==> src/rtl/regfile_multiport.sv <==
// regfile_multiport: parametrised multi-read-port register file with bypass and hardware clear sequencer
module regfile_multiport #(
  parameter int DATA_WIDTH  = 32,
  parameter int WORDS       = 32,
  parameter int SELECT_SIZE = 5,
  parameter int READ_PORTS  = 2,
  parameter int ZERO_REG    = 1,
  parameter int BYPASS      = 1
) (
  input  logic                               clk_i,
  input  logic                               reset_i,
  input  logic                               reg_we_i,
  input  logic [SELECT_SIZE-1:0]             reg_dst_i,
  input  logic [DATA_WIDTH-1:0]              data_i,
  input  logic [READ_PORTS*SELECT_SIZE-1:0]  reg_src_i,
  output logic [READ_PORTS*DATA_WIDTH-1:0]   src_o,
  input  logic                               clear_i,
  output logic                               busy_o
);
  typedef enum logic {S_IDLE, S_CLEAR} state_t;
  localparam logic [SELECT_SIZE:0]   LP_WORDS = (SELECT_SIZE+1)'(WORDS);
  localparam logic [SELECT_SIZE-1:0] LP_LAST  = SELECT_SIZE'(WORDS-1);
  state_t                  r_state, w_state_nxt;
  logic [SELECT_SIZE-1:0]  r_idx, w_idx_nxt;
  logic [DATA_WIDTH-1:0]   r_bank [WORDS];
  logic                    w_we;
  assign busy_o = (r_state == S_CLEAR);
  assign w_we   = (r_state == S_IDLE) && !reg_we_i && ({1'b0, reg_dst_i} < LP_WORDS) &&
                  !(ZERO_REG != 0 && reg_dst_i == '0);
  // State and clear index; reset restarts the clear sequence from index 0
  always_ff @(posedge clk_i or posedge reset_i) begin
    if (reset_i) begin
      r_state <= S_CLEAR;
      r_idx   <= '0;
    end else begin
      r_state <= w_state_nxt;
      r_idx   <= w_idx_nxt;
    end
  end
  // Clear walks every index once then returns to idle; clear_i only honoured in idle
  always_comb begin
    w_state_nxt = r_state;
    w_idx_nxt   = r_idx;
    if (r_state == S_CLEAR) begin
      w_state_nxt = (r_idx == LP_LAST) ? S_IDLE : S_CLEAR;
      w_idx_nxt   = (r_idx == LP_LAST) ? '0 : r_idx + 1'b1;
    end else if (clear_i) begin
      w_state_nxt = S_CLEAR;
      w_idx_nxt   = '0;
    end
  end
  // Storage: clear sequencer has priority; user writes only land while idle
  always_ff @(posedge clk_i) begin
    if (r_state == S_CLEAR) r_bank[r_idx] <= '0;
    else if (w_we) r_bank[reg_dst_i] <= data_i;
  end
  for (genvar g = 0; g < READ_PORTS; g++) begin : g_rd
    logic [SELECT_SIZE-1:0] w_sel;
    assign w_sel = reg_src_i[g*SELECT_SIZE +: SELECT_SIZE];
    assign src_o[g*DATA_WIDTH +: DATA_WIDTH] =
      (busy_o || ({1'b0, w_sel} >= LP_WORDS) || (ZERO_REG != 0 && w_sel == '0)) ? '0 :
      (BYPASS != 0 && w_we && w_sel == reg_dst_i) ? data_i : r_bank[w_sel];
  end
endmodule

==> config.mk <==
export PLATFORM = sky130hd
export DESIGN_NAME = regfile_multiport
export DESIGN_NICKNAME = d
export VERILOG_FILES = /design/src/rtl/regfile_multiport.sv
export SDC_FILE = /design/constraint.sdc
export NUM_CORES = 1
export LEC_CHECK = 0
export BUFFER_PORTS_ARGS = -buffer_cell sky130_fd_sc_hd__buf_2
export CAP_MARGIN = 10
export CORE_MARGIN = 5
export CORE_UTILIZATION = 45
export DETAILED_ROUTE_END_ITERATION = 10
export GPL_ROUTABILITY_DRIVEN = 0
export SKIP_LAST_GASP = 1
export SLEW_MARGIN = 5
export SYNTH_ARGS = -nofsm -noshare
export SYNTH_HDL_FRONTEND = slang
export SYNTH_SLANG_ARGS = --single-unit
export TNS_END_PERCENT = 30
==> constraint.sdc <==
create_clock -name clk_i -period 3 [get_ports clk_i]
set_input_delay 0 -clock clk_i [delete_from_list [all_inputs] [get_ports clk_i]]
set_output_delay 0 -clock clk_i [all_outputs]
set_load 0.02 [all_outputs]
; Word level (Yosys, flattened, before mapping)
; Memory sizes are Yosys's and may differ from the RTL's.
; Cells that the tools add are included.
; Widths: inputs -> output; s select.
[totals]
ff_bits = 6
mem_bits_rw = 1024
inputBits = 51
output_inout_bits = 65
word_cells = 39
memories = 1
[op_classes]
n_addsub = 1
n_eq_ne = 3
mux = 18
bitwise_logic = 1
n_reduce_logical = 13
[mem_list]
columns = memory, depth, width, read_ports, rd_ports_with_merged_regs, wr, line
row1 = r_bank, 32, 32, 2, 0, 1, 25  ; logic [DATA_WIDTH-1:0] r_bank [WORDS];
[ops]
columns = operator, n
row1 = $mux 32, 5
row2 = $reduce_or 32->1, 1
row3 = $mux 5, 4
row4 = $logic_not 5->1, 3
row5 = $eq 5x5->1, 2
row6 = $mux 1, 9
row7 = $add 5x1->5 const B, 1
row8 = $eq 5x5->1 const B, 1
row9 = $logic_and 1x1->1, 4
row10 = $logic_not 1->1, 2
row11 = $logic_or 1x1->1, 2
row12 = $reduce_bool 2->1, 1
row13 = $not 1->1, 1

; Logic depth before layout (Yosys ltp)
; Gate-level depths: netlist (run 1).
[depth]
word_depth = 8
depth_mapped = 10
ltp_nobuf = 7

; Worst setup path after synthesis (run 1)
; OpenSTA, ideal clock, no wires.
[synth_timing]
path_kind = flip-flop to flip-flop
start = reg r_state, in the netlist busy_o
end = mem r_bank[26][0], enable pin
setup_ps = 421
t_arrival_ps = 2899
t_required_ps = 2579
path_slack_ps = -320
stages_incl_launch_ff = 6
path_buffers = 1
period_less_slack_ps = 3320
cell_sequence = dfstp_2 > clkbuf_1 > inv_1 > o22ai_1 > nand3_1 > nor2_1
[synth_between]
elab_chain_cells = 8
elab_cells_between_ends = 11
classes_between = 7 x mux / 1 x bitwise / 3 x reduce/logical
[synth_rtl]
columns = item, line
row1 = start: declaration, 23  ; state_t r_state, w_state_nxt;
row2 = start signal: assignment, 36  ; r_state <= w_state_nxt;
row3 = $not 1->1, 28  ; assign w_we = (r_state == S_IDLE) && !reg_we_i && ({1'b0, reg_dst_i} < LP_WORDS) &&
row4 = $logic_and 1x1->1 (2 in series), 28
row5 = $mux 1, 55  ; else if (w_we) r_bank[reg_dst_i] <= data_i;
row6 = $mux 1, 54  ; if (r_state == S_CLEAR) r_bank[r_idx] <= '0;
row7 = $mux 1 (not written as such), 55
row8 = $reduce_or 32->1 (no line), --
row9 = $mux 5 (no line) / $mux 1 (equally long branches), --
row10 = end: declaration, 25
; Several ways; a longest one is shown, not always the timed one.

; Worst setup path in the final report (run 1)
[layout_timing]
start = reg r_state, in the netlist busy_o
end = out src_o[0]
[layout_between]
elab_chain_cells = 6
elab_cells_between_ends = 7
classes_between = 2 x mux / 1 x bitwise / 4 x reduce/logical
[layout_rtl]
columns = item, line
row1 = $not 1->1, 28
row2 = $logic_and 1x1->1 (2 in series), 28
row3 = $logic_and 1x1->1, 62  ; (BYPASS != 0 && w_we && w_sel == reg_dst_i) ? data_i : r_bank[w_sel];
row4 = $mux 32, 62
row5 = $mux 32 (*), 61  ; (busy_o || ({1'b0, w_sel} >= LP_WORDS) || (ZERO_REG != 0 && w_sel == '0)) ? '0 :
row6 = end: declaration, 16  ; output logic [READ_PORTS*DATA_WIDTH-1:0] src_o,
; Mark *: on every way between the ends. The rest lies on a longest branch, timed or not.

==> impl_metrics.tcl, run 1 <==
set metrics [dict create \
    worstMarginPinSlew_ps 1200 \
    rows 120 \
    synth-edff-count 1024 \
    synth_cells 2649 \
    cts_max_path_buffers 3 \
    report.final.slew_viol_count 0 \
    grt.total_usage 0.285 \
    dp_hpwl_mm 99.9 \
    drc 0 \
    final_cell_mix "edfxtp_1 (1024), mux4_2 (377), mux2i_1 (282), a22oi_1 (135), buf_4 (124)" \
    outcome "completed" \
    synthDistinctLibCells 62 \
    pre_cts_ws_ps 247 \
    fin_cells 4386 \
    initial_core_util 0.452 \
    cts_buffers 108 \
    synth_flop_cell "edfxtp_1" \
    dp.cells 4150 \
    grt.overflow.total 0 \
    die_area_um2 114000 \
    tns_ps 0 \
    power_density_nw_per_um2 693 \
    drv_cap 0 \
    synth_nets 2702 \
    worst_slack_ps 50.1 \
    synth.avg_cell_area_um2 18.2 \
    synth.yosys.warnings 0 \
    leakage_nw 19.0 \
    critPathCaptureType "output port" \
    vias 30700 \
    antenna_found_initial 3 \
    first_pass_iters 6 \
    port_buffers 115 \
    cts_tree "yes" \
    critPathMaxFanout 18 \
    cts.sinks 1030 \
    layout-drive-gt1-share 0.310 \
    clkTransAtPathRegs_ps 70 \
    insertion_delay_ps 690 \
    detail_route.iter0.violations 4214 \
    root_buffer "clkbuf_16" \
    first_global_vias 31200 \
    start_kind "flop" \
    htree_levels 3 \
    required_ps 3000 \
    finalSetupViolCount 0 \
    rsz0062_at_grt "true" \
    fmax_mhz 339 \
    routed_wl_mm 164 \
    final_area_um2 56500 \
    synth.ff_latch_count 1030 \
    grt_pass1_wl_mm 231 \
    grt_start_max_net_pins 65 \
    cp.arrival_ps 2950 \
    hold_path.class "in -> reg" \
    fp.coreArea_um2 107000 \
    hold_viol 0 \
    io_pins 116 \
    worst_ir_drop_vdd_mv 0.534 \
    utilization 0.529 \
    async_flop_share 0.00583 \
    final_common_cell "edfxtp_1" \
    mappedNetlistArea_um2 48300 \
    period_minus_slack_ps 2950 \
    die_h_um 338 \
    antenna_left 0 \
    wl_per_cell_um 37.3 \
    die_width_um 338 \
    slew_headroom 0.203 \
    avgViaCountPerCell 6.99 \
    critPathKind "reg -> out" \
    post-cts-setup-buffer-count 0 \
    rrSetupSlack_ps 380 \
    area_delta_synth_final_pct 17.0 \
    yosysSeqAreaShare 0.640 \
    dpl_cell_area_um2 52500 \
    finalCritPeriodShare 0.983 \
    fin_nets 2942 \
    finalClockSkew_ps 27.7 \
]
==> final cells by class <==
| class | instances | area, um2 |
|---|---|---|
| Multi-Input combinational cell | 1389 | 16600 |
| Clock inverter | 73 | 860 |
| Fill cell | 8384 | 50400 |
| Clock buffer | 130 | 2830 |
| Sequential cell | 1030 | 30900 |
| Tap cell | 1403 | 1760 |
| Antenna cell | 1 | 2.50 |
| Timing Repair Buffer | 352 | 3510 |
| Inverter | 8 | 30.0 |
==> per-stage QoR <==
| stage | total power, mW | hold slack (ps) |
|---|---|---|
| detailed placement | 25.3 | -65.6 |
| CTS | 39.2 | 9.40 |
| global route | 40.3 | 45.1 |
| floorplan | 22.0 | -210 |
| global placement | 25.1 | -77.1 |
| finish | 39.1 | 45.5 |
==> routing by layer <==
metal	GRT usage	vias up	share of wire
li1	-	12000	-
met1	0.394	16200	0.38
met2	0.443	2178	0.46
met3	0.0756	352	0.12
met4	0.0986	2	0.037
met5	0.00596	-	0.00057
==> flip-flops by register name (all words and copies together) (netlist names) <==
name / count
busy_o: 1
r_idx: 5
r_bank: 1024
==> cell usage after synthesis (4+ instances only) <==
cell      number  area share
o211ai_1       4     0.00062
nand2b_1       5     0.00065
a221oi_1      98       0.018
clkbuf_1     106      0.0082
buf_2         70      0.0073
o22ai_1        4     0.00052
a21oi_1       66      0.0068
buf_4         25      0.0039
a221o_1       32      0.0066
nor3_1         5     0.00052
o21ai_0       75      0.0078
edfxtp_1    1024        0.64
xor2_1         4     0.00073
xnor2_1        7      0.0013
dfrtp_1        5      0.0026
a22oi_1      135       0.021
a22o_1         5     0.00091
nand3_1       34      0.0035
nor2_1        39      0.0030
o221ai_1      34      0.0062
buf_1         10     0.00078
mux4_2       377        0.18
inv_1          7     0.00054
buf_6         11      0.0026
nand2_1       71      0.0055
nor2b_1        5     0.00065
mux2i_1      282       0.058
and2_1        33      0.0043
a32o_1        30      0.0062
==> kinds of logic after synthesis <==
family,share of synthesized area
multiplexers,0.235
AND/OR/NAND/NOR,0.0208
flip-flops,0.640
adder cells (fa/ha/maj),0.000518
XOR/XNOR,0.00199
buffers and inverters,0.0233
AO/OA/AOI/OAI,0.0782
==> worst paths after layout <==
check                           startpoint       endpoint  depth (start not counted)
worst max-delay path                busy_o       src_o[0]                          7
worst min-delay path            data_i[31]  r_bank[3][31]                          2
worst max register to register      busy_o  r_bank[4][18]                          7
worst min register to register    r_idx[0]       r_idx[0]                          1
max in group asynchronous          reset_i         busy_o                          4
min in group asynchronous          reset_i       r_idx[2]                          4
==> worst max-delay path, stage by stage, from the launching register on <==
cell     delay, ps
dfstp_2        370
nor2_2         100
buf_4          190
o21ai_4        100
nor3_4         300
buf_4          520
a221o_1        420
buf_2          230
==> report_power, final <==
group	switching (mW)	internal, mW
Sequential	0.785	17.7
Combinational	4.20	2.55
Clock	5.80	8.13
Total	10.8	28.4
==> what timing repair did <==
item / CTS / global route
hold buffers: 32 / 0
gates resized for setup: 0 / 1
endpoints found under the hold margin: 641 / 0
setup endpoints to repair: 0 / 13
No activity file was read; power rests on OpenSTA's default activity.
==> run 2: changes to the inputs <==
--- a/config.mk
+++ b/config.mk
@@ -10,5 +10,6 @@
 export CORE_MARGIN = 5
-export CORE_UTILIZATION = 45
+export CORE_UTILIZATION = 55
 export DETAILED_ROUTE_END_ITERATION = 10
 export GPL_ROUTABILITY_DRIVEN = 0
+export PLACE_DENSITY = 0.74
 export SKIP_LAST_GASP = 1
==> constraint.sdc (replaced) <==
create_clock -name clk_i -period 3 [get_ports clk_i]
set_input_delay 0.45 -clock clk_i [delete_from_list [all_inputs] [get_ports clk_i]]
set_output_delay 0.45 -clock clk_i [all_outputs]
set_load 0.02 [all_outputs]
==> impl_metrics.tcl, run 2 (same netlist as run 1, synthesis figures left out) <==
set metrics [dict create \
    drv_cap 0 \
    final_cell_mix "edfxtp_1 (1024), mux4_2 (377), mux2i_1 (281), buf_4 (184), buf_12 (141)" \
    max_stage_delay_ps 470 \
    holdPathStages 2 \
    wl_per_cell_um 38.3 \
    port_buffers 115 \
    dp.cells 4011 \
    regMostFlops "r_bank" \
    worstHoldStart "data_i[19]" \
    clkTransAtPathRegs_ps 70 \
    dp_hpwl_mm 98.8 \
    cp.arrival_ps 2600 \
    antenna_left 0 \
    first_pass_iters 5 \
    comb_power_share 0.189 \
    root_buffer "clkbuf_16" \
    r2r_cells 4 \
    start_kind "flop" \
    worst_ir_drop_vdd_mv 0.557 \
    cts_buffers 105 \
    routed_wl_mm 162 \
    crit_slowest_cell "a221oi_1" \
    required_ps 2550 \
    hold_path.class "in -> reg" \
    die_area_um2 93900 \
    use_met2 0.524 \
    worst_slack_ps -51.8 \
    cts_max_path_buffers 3 \
    p_int_mw 28.3 \
    grt.total_usage 0.339 \
    antenna_found_initial 2 \
    finalCritPeriodShare 1.02 \
    rrSetupSlack_ps 500 \
    tns_ps -97.8 \
    switching_share 0.279 \
    grt.overflow.total 0 \
    grt_start_max_net_pins 42 \
    first_global_vias 32400 \
    crit_family "compound AO/OA/AOI/OAI gates" \
    path_cells "mux2i_1 > a221oi_1 > o21ai_0 > buf_4 > a21oi_1 > a221o_1 > buf_2" \
    largest_reg_flops 1024 \
    r2r-start "busy_o" \
    leakage_nw 19.7 \
    finalClockSkew_ps 52.2 \
    hold_viol 0 \
    finalSetupViolCount 4 \
    detail_route.iter0.violations 4937 \
    die_width_um 306 \
    io_pins 116 \
    rows 108 \
    final_common_cell "edfxtp_1" \
    fin_nets 3036 \
    violations "negative setup slack" \
    grt_use_met1 0.437 \
    power_density_nw_per_um2 681 \
    worstMarginPinSlew_ps 1260 \
    utilization 0.662 \
    fin_cells 4227 \
    report.final.slew_viol_count 0 \
    critPathKind "reg -> out" \
    cts.sinks 1030 \
    critPathMaxFanout 2 \
    vias 32300 \
    layout-drive-gt1-share 0.345 \
    htree_levels 3 \
    r2r-end "r_bank[8][3]" \
    slew_headroom 0.155 \
    cts_tree "yes" \
    power_mw 39.3 \
    fp.coreArea_um2 87000 \
    die_h_um 306 \
    drc 0 \
    avgViaCountPerCell 7.64 \
    critPathCaptureType "output port" \
    fmax_mhz 328 \
    grt.busiest_layer "met2" \
    p_sw_mw 11.0 \
    use_met3 0.103 \
    initial_core_util 0.555 \
    rsz0062_at_grt "true" \
    min_to "r_bank[15][19]" \
    area_delta_synth_final_pct 19.3 \
    p_seq_frac 0.470 \
    insertion_delay_ps 720 \
    period_minus_slack_ps 3050 \
    nFillCells 5568 \
    critPathBufInv 2 \
    outcome "finished with violations" \
    grt_pass1_wl_mm 229 \
    p_clk_frac 0.341 \
]
==> run 2: changes by cell type in the layout (fill, tap and decap cells not counted), sizes merged <==
cell	previous run	this run
clkinvlp	11	6
clkinv	42	35
clkbuf	132	137
dlygate4sd3	32	2
buf	318	444
bufinv	16	14
inv	12	14
==> run 2: worst max path at each step <==
| stage | endpoint | startpoint | cells past startpoint | slack, ps |
|---|---|---|---|---|
| floorplan | r_bank[2][0] | reg_dst_i[0] | 5 | -530 |
| global placement | src_o[39] | reg_src_i[5] | 9 | -180 |
| detailed placement | src_o[37] | reg_src_i[5] | 9 | -200 |
| CTS | src_o[5] | r_bank[18][5] | 6 | -60 |
| global route | src_o[21] | busy_o | 8 | -40 |
| finish | src_o[26] | r_bank[0][26] | 7 | -50 |
==> run 2: timing repair <==
| action | in CTS | in global routing |
|---|---|---|
| setup endpoints to repair | 64 | 42 |
| pin swaps | 7 | 7 |
| cloned | 1 | 2 |
| resized for setup | 34 | 16 |
| hold endpoints to repair | 7 | 0 |
| buffers inserted | 12 | 4 |
| hold buffers | 2 | 0 |
==> run 2: cell type report <==
cell class | instances | area, um2 | area share
Multi-Input combinational cell | 1389 | 16700 | 0.290
Clock inverter | 61 | 744 | 0.0129
Tap cell | 1155 | 1450 | 0.0251
Antenna cell | 1 | 2.50 | 0.0000434
Inverter | 8 | 30.0 | 0.000521
Clock buffer | 134 | 2760 | 0.0478
Sequential cell | 1030 | 30900 | 0.536
Timing Repair Buffer | 449 | 5030 | 0.0872
==> run 2: through the flow <==
step,worst slack (ps),hold WS [ps],instance area (um2)
final,-51.8,179,57600
after global routing,-39.9,203,57600
after CTS,-64.2,164,57500
after detailed placement,-202,382,53700
after global placement,-175,365,53700
after floorplan,-526,240,48400
==> run 2: power groups by stage <==
stage               Sequential (mW)  Clock, mW  Combinational (mW)
global route                   18.6       14.1                7.55
detailed placement             18.7          0                7.09
floorplan                      18.4          0                3.62
finish                         18.5       13.4                7.42
CTS                            18.4       13.4                7.22
global placement               18.5          0                6.97
==> run 2: routing by layer <==
metal	wire, um	vias to the layer above
met2	74900	2979
met3	22600	629
met1	53500	16500
li1	-	12200
met5	0	-
met4	10700	0
